`config.mk`:
```
export PLATFORM = sky130hd
export DESIGN_NAME = cp0_ctrl
export DESIGN_NICKNAME = d
export VERILOG_FILES = /design/src/rtl/cp0_ctrl.sv
export SDC_FILE = /design/constraint.sdc
export NUM_CORES = 1
export LEC_CHECK = 0
export CORE_MARGIN = 3
export CORE_UTILIZATION = 38
export CTS_CLUSTER_SIZE = 28
export DETAILED_ROUTE_END_ITERATION = 8
export GPL_ROUTABILITY_DRIVEN = 0
export GPL_TIMING_DRIVEN = 1
export PLACE_DENSITY = 0.82
export SETUP_SLACK_MARGIN = 0.15
export SLEW_MARGIN = 10
export SYNTH_ARGS = -nofsm -noshare
export SYNTH_HDL_FRONTEND = slang
export SYNTH_SLANG_ARGS = --single-unit
export TNS_END_PERCENT = 20
```
`constraint.sdc`:
```
create_clock -name clk -period 2.7 [get_ports clk]
set_input_delay 0.54 -clock clk [delete_from_list [all_inputs] [get_ports clk]]
set_output_delay 0.54 -clock clk [all_outputs]
set_load 0.1 [all_outputs]
```
`src/rtl/cp0_ctrl.sv`:
```
// MIPS-style CP0 control block: SR, Cause, EPC and PRId with exception/interrupt capture.
// Optional macro CP0_BD_EN enables branch-delay capture (Cause.BD and the EPC-4 rule).
module cp0_ctrl #(
  parameter logic [31:0] PRID = 32'h0000_2020
) (
  input  logic        clk,
  input  logic        reset,
  input  logic        we,
  input  logic [4:0]  addr,
  input  logic [31:0] din,
  input  logic [31:0] pc_in,
  input  logic        bd_in,
  input  logic [4:0]  exc_code_in,
  input  logic [5:0]  hw_int,
  input  logic        eret,
  output logic        int_req,
  output logic [31:0] epc_out,
  output logic [31:0] dout,
  output logic        exl
);

  localparam logic [4:0] AddrSr    = 5'd12;
  localparam logic [4:0] AddrCause = 5'd13;
  localparam logic [4:0] AddrEpc   = 5'd14;
  localparam logic [4:0] AddrPrid  = 5'd15;

  // The run/handler state is the architectural SR.EXL bit.
  typedef enum logic [0:0] {
    StRun     = 1'b0,
    StHandler = 1'b1
  } state_e;

  state_e      state_q, state_d;
  logic [5:0]  im_q, im_d;
  logic        ie_q, ie_d;
  logic [5:0]  ip_q;
  logic        bd_q, bd_d;
  logic [4:0]  exc_code_q, exc_code_d;
  logic [31:2] epc_q, epc_d;

  logic        int_pending;
  logic        exc_pending;
  logic        mtc0;
  logic [31:0] victim_pc;
  logic        capture_bd;
  logic [31:0] capture_epc;
  logic [31:0] sr_word;
  logic [31:0] cause_word;
  logic        unused_in;

  assign unused_in = ^{bd_in, pc_in[1:0]};

  // Source decode and victim capture values.
  always_comb begin
    int_pending = ie_q & (|(hw_int & im_q));
    exc_pending = (exc_code_in != 5'd0);
    int_req     = (state_q == StRun) & (int_pending | exc_pending);
    mtc0        = we & ~int_req;
    victim_pc   = {pc_in[31:2], 2'b00};
`ifdef CP0_BD_EN
    capture_bd  = bd_in;
    capture_epc = bd_in ? (victim_pc - 32'd4) : victim_pc;
`else
    capture_bd  = 1'b0;
    capture_epc = victim_pc;
`endif
  end

  // Next-state: capture wins over mtc0; eret wins over an mtc0 to SR.EXL.
  always_comb begin
    state_d    = state_q;
    im_d       = im_q;
    ie_d       = ie_q;
    bd_d       = bd_q;
    exc_code_d = exc_code_q;
    epc_d      = epc_q;

    if (int_req) begin
      state_d    = StHandler;
      exc_code_d = int_pending ? 5'd0 : exc_code_in;
      bd_d       = capture_bd;
      epc_d      = capture_epc[31:2];
    end else begin
      if (mtc0) begin
        case (addr)
          AddrSr: begin
            im_d    = din[15:10];
            ie_d    = din[0];
            state_d = din[1] ? StHandler : StRun;
          end
          AddrEpc: epc_d = din[31:2];
          default: ;
        endcase
      end
      if (eret) begin
        state_d = StRun;
      end
    end
  end

  always_ff @(posedge clk or negedge reset) begin
    if (!reset) begin
      state_q    <= StRun;
      im_q       <= 6'd0;
      ie_q       <= 1'b0;
      ip_q       <= 6'd0;
      bd_q       <= 1'b0;
      exc_code_q <= 5'd0;
      epc_q      <= 30'd0;
    end else begin
      state_q    <= state_d;
      im_q       <= im_d;
      ie_q       <= ie_d;
      ip_q       <= hw_int;
      bd_q       <= bd_d;
      exc_code_q <= exc_code_d;
      epc_q      <= epc_d;
    end
  end

  // Register views and mfc0 read mux.
  always_comb begin
    exl        = (state_q == StHandler);
    epc_out    = {epc_q, 2'b00};
    sr_word    = {16'd0, im_q, 8'd0, exl, ie_q};
    cause_word = {bd_q, 15'd0, ip_q, 3'd0, exc_code_q, 2'd0};
    case (addr)
      AddrSr:    dout = sr_word;
      AddrCause: dout = cause_word;
      AddrEpc:   dout = epc_out;
      AddrPrid:  dout = PRID;
      default:   dout = 32'd0;
    endcase
  end

endmodule
```
Word level (Yosys, flattened, before mapping)

Cells that the tools add are included.

Equality and inequality tests: 4
Magnitude comparators: 0
Multipliers: 0
Add/sub/neg operators: 0
Mux-type cells: 10
Bitwise operators: 7
Divide/modulo/power cells: 0
Shift operators: 0
Reduce and logical (&&, ||, !) cells: 9

Operator list:

| kind               | number |
|---|---|
| $pmux 32 s4        | 1 |
| $mux 30            | 3 |
| $eq 5x4->1 const B | 4 |
| $and 6x6->6        | 1 |
| $reduce_bool 3->1  | 2 |
| $reduce_or 6->1    | 1 |
| $mux 1             | 5 |
| $mux 5             | 1 |
| $reduce_bool 5->1  | 1 |
| $reduce_and 2->1   | 2 |
| $reduce_bool 2->1  | 2 |
| $and 1x1->1        | 3 |
| $reduce_and 3->1   | 1 |
| $not 1->1          | 2 |
| $or 1x1->1         | 1 |

ROM bits: 0
Latch bits: 0
Bits in writable memories: 0
Input bits: 85
Logic and storage cells: 36
Flip-flop bits (word level): 49
Output and inout port bits: 66
Memories: 0

Depth between registers and ports, before layout

Depth after elaboration: 10
Depth in mapped cells: 6
Mapped depth without buffers: 4

Least setup slack after synthesis

Ideal clock, no wire load.

Path type: input port to output port
From: input addr[1]
To: output dout[13]
Buffers on the path: 2
Data arrival time: 3.324 ns
Required time: 2.160 ns
Path slack: -1.164 ns
Stages: 5
Cells stage by stage: clkbuf_1 -> nor2b_1 -> clkbuf_1 -> nor2b_1 -> nor3_1

Longest elaborated chain between the ends: 2
Elaborated cells on any way between the ends: 5
Those cells by class: eq/ne (4); mux (1)

RTL lines:

| what            | line | source |
|---|---|---|
| start, declared | 9    | `input logic [4:0] addr,` |
| $eq 5x4->1      | 127  | `case (addr)` |
| $pmux 32 s4 (*) | 127  |  |
| end, declared   | 18   | `output logic [31:0] dout,` |

Every way passes the cells marked *; elsewhere a longest branch is shown, timed or not.

Worst setup path in the final report

From: input hw_int[0]
To: output int_req

Longest elaborated chain between the ends: 5

RTL lines:

| what            | line | source |
|---|---|---|
| start, declared | 14   | `input logic [5:0] hw_int,` |
| $and 6x6->6     | 55   | `int_pending = ie_q & (\|(hw_int & im_q));` |
| $reduce_or 6->1 | 55   |  |
| $and 1x1->1     | 55   |  |
| $or 1x1->1      | 57   | `int_req = (state_q == StRun) & (int_pending \| exc_pending);` |
| $and 1x1->1     | 57   |  |
| end, declared   | 16   | `output logic int_req,` |

Every way passes these cells.

==> reports/results.ini <==
[floorplanning]
fp.dieH_um=89.4
num_rows=29
ioPinCount=151
die_area_um2=7980
core_area_um2=6530
start_util_pct=40.4
die_w_um=89.4

[timing]
timing.fmax_mhz=400
final-hold-violation-count=0
finalCritPeriodShare_pct=92.5
setup_viol=0
final-max-slew-violation-count=0
fin_setup_tns_ns=0
grt_setup_unrepaired=yes
period_needed_ns=2.50
skew_ns=0.00663

[cells_and_area]
n_fill_cell=454
final-seq-area_um2=1230
syn2layout_area_growth_pct=75.5
multiInputGateArea_um2=1360
nets=459
n_antenna_cell=0
drive_above_1_share_pct=45.2
finish.utilization_pct=70.9

[critical_path]
r2r-end=epc_q[5]$_DFFE_PN0P_
critPathLaunchType=primary input
arrival_ns=1.96
slowest_delay_ns=0.44
rr_startpoint=im_q[0]$_DFFE_PN0P_
r2r_setup_slack_ns=0.64
path_cells=clkdlybuf4s50_1 > a22oi_2 > a31oi_2 > o31ai_4 > inv_2 > buf_12
critPathSlowestCell=clkdlybuf4s50_1
worst_r2r_path_depth=6
path_class=primary input to output pin
crit_required_ns=2.16
endpoint_kind=output pin
path_max_fanout=2

[grt]
antenna_found_initial=0
grt_pass1_vias=2513
grt_first_pass_wirelength_um=12500
grt.overflow.total=0
grt_max_degree=35
track_usage_pct=20.9

[synth]
netlist_area_um2=2640
netlist.area_leader.share_pct=46.4
yosys.area.top_type=dfrtp_1
ys.flop_type=dfrtp_1
synth.distinct_cells=29
avgSynthCellArea_um2=12.0
synthTopCellsByCount=mux2_2 (67), dfrtp_1 (49), and3_1 (21)
synth_seq_cells=49
postSynthCellCount=220
synth_edf_count=0
synthArstFlopShare_pct=100
yosys-top-cells-area=dfrtp_1 (46%), mux2_2 (29%), and3_1 (5.0%), mux2i_1 (2.3%), nor2_1 (2.1%)
ys_seq_area_share_pct=46.4
yosysWarnings=0
synth.most_common_cell=mux2_2

[clock_tree]
clk_pin_slew_ns=0.09
clk_latency_ns=0.30
cts_max_level=2
max-clock-path-buffers=2
cts_tree=done
root_buffer=clkbuf_8
cts_made_buffers=5
postCtsHoldBufs=0
cts_sinks=49

[pwr]
pwr_density_cell_nw_per_um2=1130
cellLeakagePower_nw=2.07
ir_worst_vdd_mv=1.01

[placement]
port_buffers=145
post-dp-hpwl_um=6430

[detailed_routing]
antenna_left=0
wire_per_inst_um=18.1
routed_wirelength_um=8160
route.vias.total=2347
drt_first_iter_violations=101
dr.pass1.iters=4
vias_per_cell=5.20
drc=0

[min_path]
hp-class=primary input to async pin

[flow_run]
maxCapViolCount=0

[status]
run_status=completed

==> how the worst max path moves through the flow <==
stage | cells after the start | endpoint | from
5_1_grt | 5 | dout[5] | addr[4]
4_1_cts | 5 | int_req | exc_code_in[0]
6_report | 6 | int_req | hw_int[0]
3_5_place_dp | 5 | epc_q[25]$_DFFE_PN0P_ | exc_code_in[0]
2_1_floorplan | 5 | dout[10] | addr[1]
3_3_place_gp | 5 | epc_q[24]$_DFFE_PN0P_ | exc_code_in[0]
==> repair_timing <==
item | 4_1_cts | 5_1_grt
gates resized for setup | 4 | 7
cloned | 0 | 0
pin swaps | 1 | 2
setup buffers | 0 | 1
endpoints found under the setup margin | 23 | 2
==> cell usage in the layout (no fill, tap or decap), types with 4 or more instances in the layout <==
cell / n
clkdlybuf4s50_1: 75
mux2_2: 67
dfrtp_1: 49
buf_4: 46
buf_12: 34
and3_1: 21
nor2_1: 11
nor2b_1: 6
mux2i_1: 6
clkbuf_8: 6
a21oi_1: 5
a22oi_1: 4
dlymetal6s2s_1: 4
==> worst max-delay path, delay by kind of cell <==
family | cells | cell delay [ns]
compound gates | 3 | 0.73
buf+inv | 3 | 0.68
==> sequential cells by signal, summed over array words and instances, names as in the netlist <==
register	cells
ip_q	6
exl	1
epc_q	30
ie_q	1
exc_code_q	5
im_q	6
==> power breakdown <==
part	switching [W]	leakage, nW	internal, W
clock	0.000235	0.0443	0.000204
combinational	0.00246	1.45	0.00105
sequential	0.000248	0.583	0.00104
==> layout make-up <==
type / count / area share, %
Clock buffer: 7 / 1.86
Sequential cell: 49 / 26.5
Tap cell: 77 / 2.08
Timing Repair Buffer: 162 / 40.0
Inverter: 3 / 0.243
Multi-Input combinational cell: 153 / 29.4
==> cell families (layout without fill, tap and decap cells) <==
logic type / after synthesis / after routing / share of synthesized area (%)
AOI/OAI and AO/OA: 23 / 23 / 6.21
muxes: 75 / 75 / 31.7
buffers and inverters: 19 / 172 / 3.89
and+or+nand+nor: 53 / 53 / 11.6
DFF: 49 / 49 / 46.4
other: 1 / 2 / 0.142
==> routing by layer <==
metal | GRT usage (%) | part of all wire, %
met4 | 7.04 | 2.2
met3 | 5.25 | 7.0
met1 | 24.4 | 38
met5 | 0 | 0
met2 | 37.3 | 53
==> through the flow <==
stage	area (um2)	total power, W	hold WS [ns]	setup WS (ns)	instances
6_report	4630	0.00525	0.139	0.203	451
5_1_grt	4630	0.00548	0.156	0.149	451
4_1_cts	4600	0.00527	0.147	0.111	450
3_5_place_dp	4500	0.00482	0.479	0.0299	443
3_3_place_gp	4500	0.00475	0.469	0.0380	443
2_1_floorplan	2670	0.00396	0.244	-0.359	221
Power figures use the tool's default switching activity.
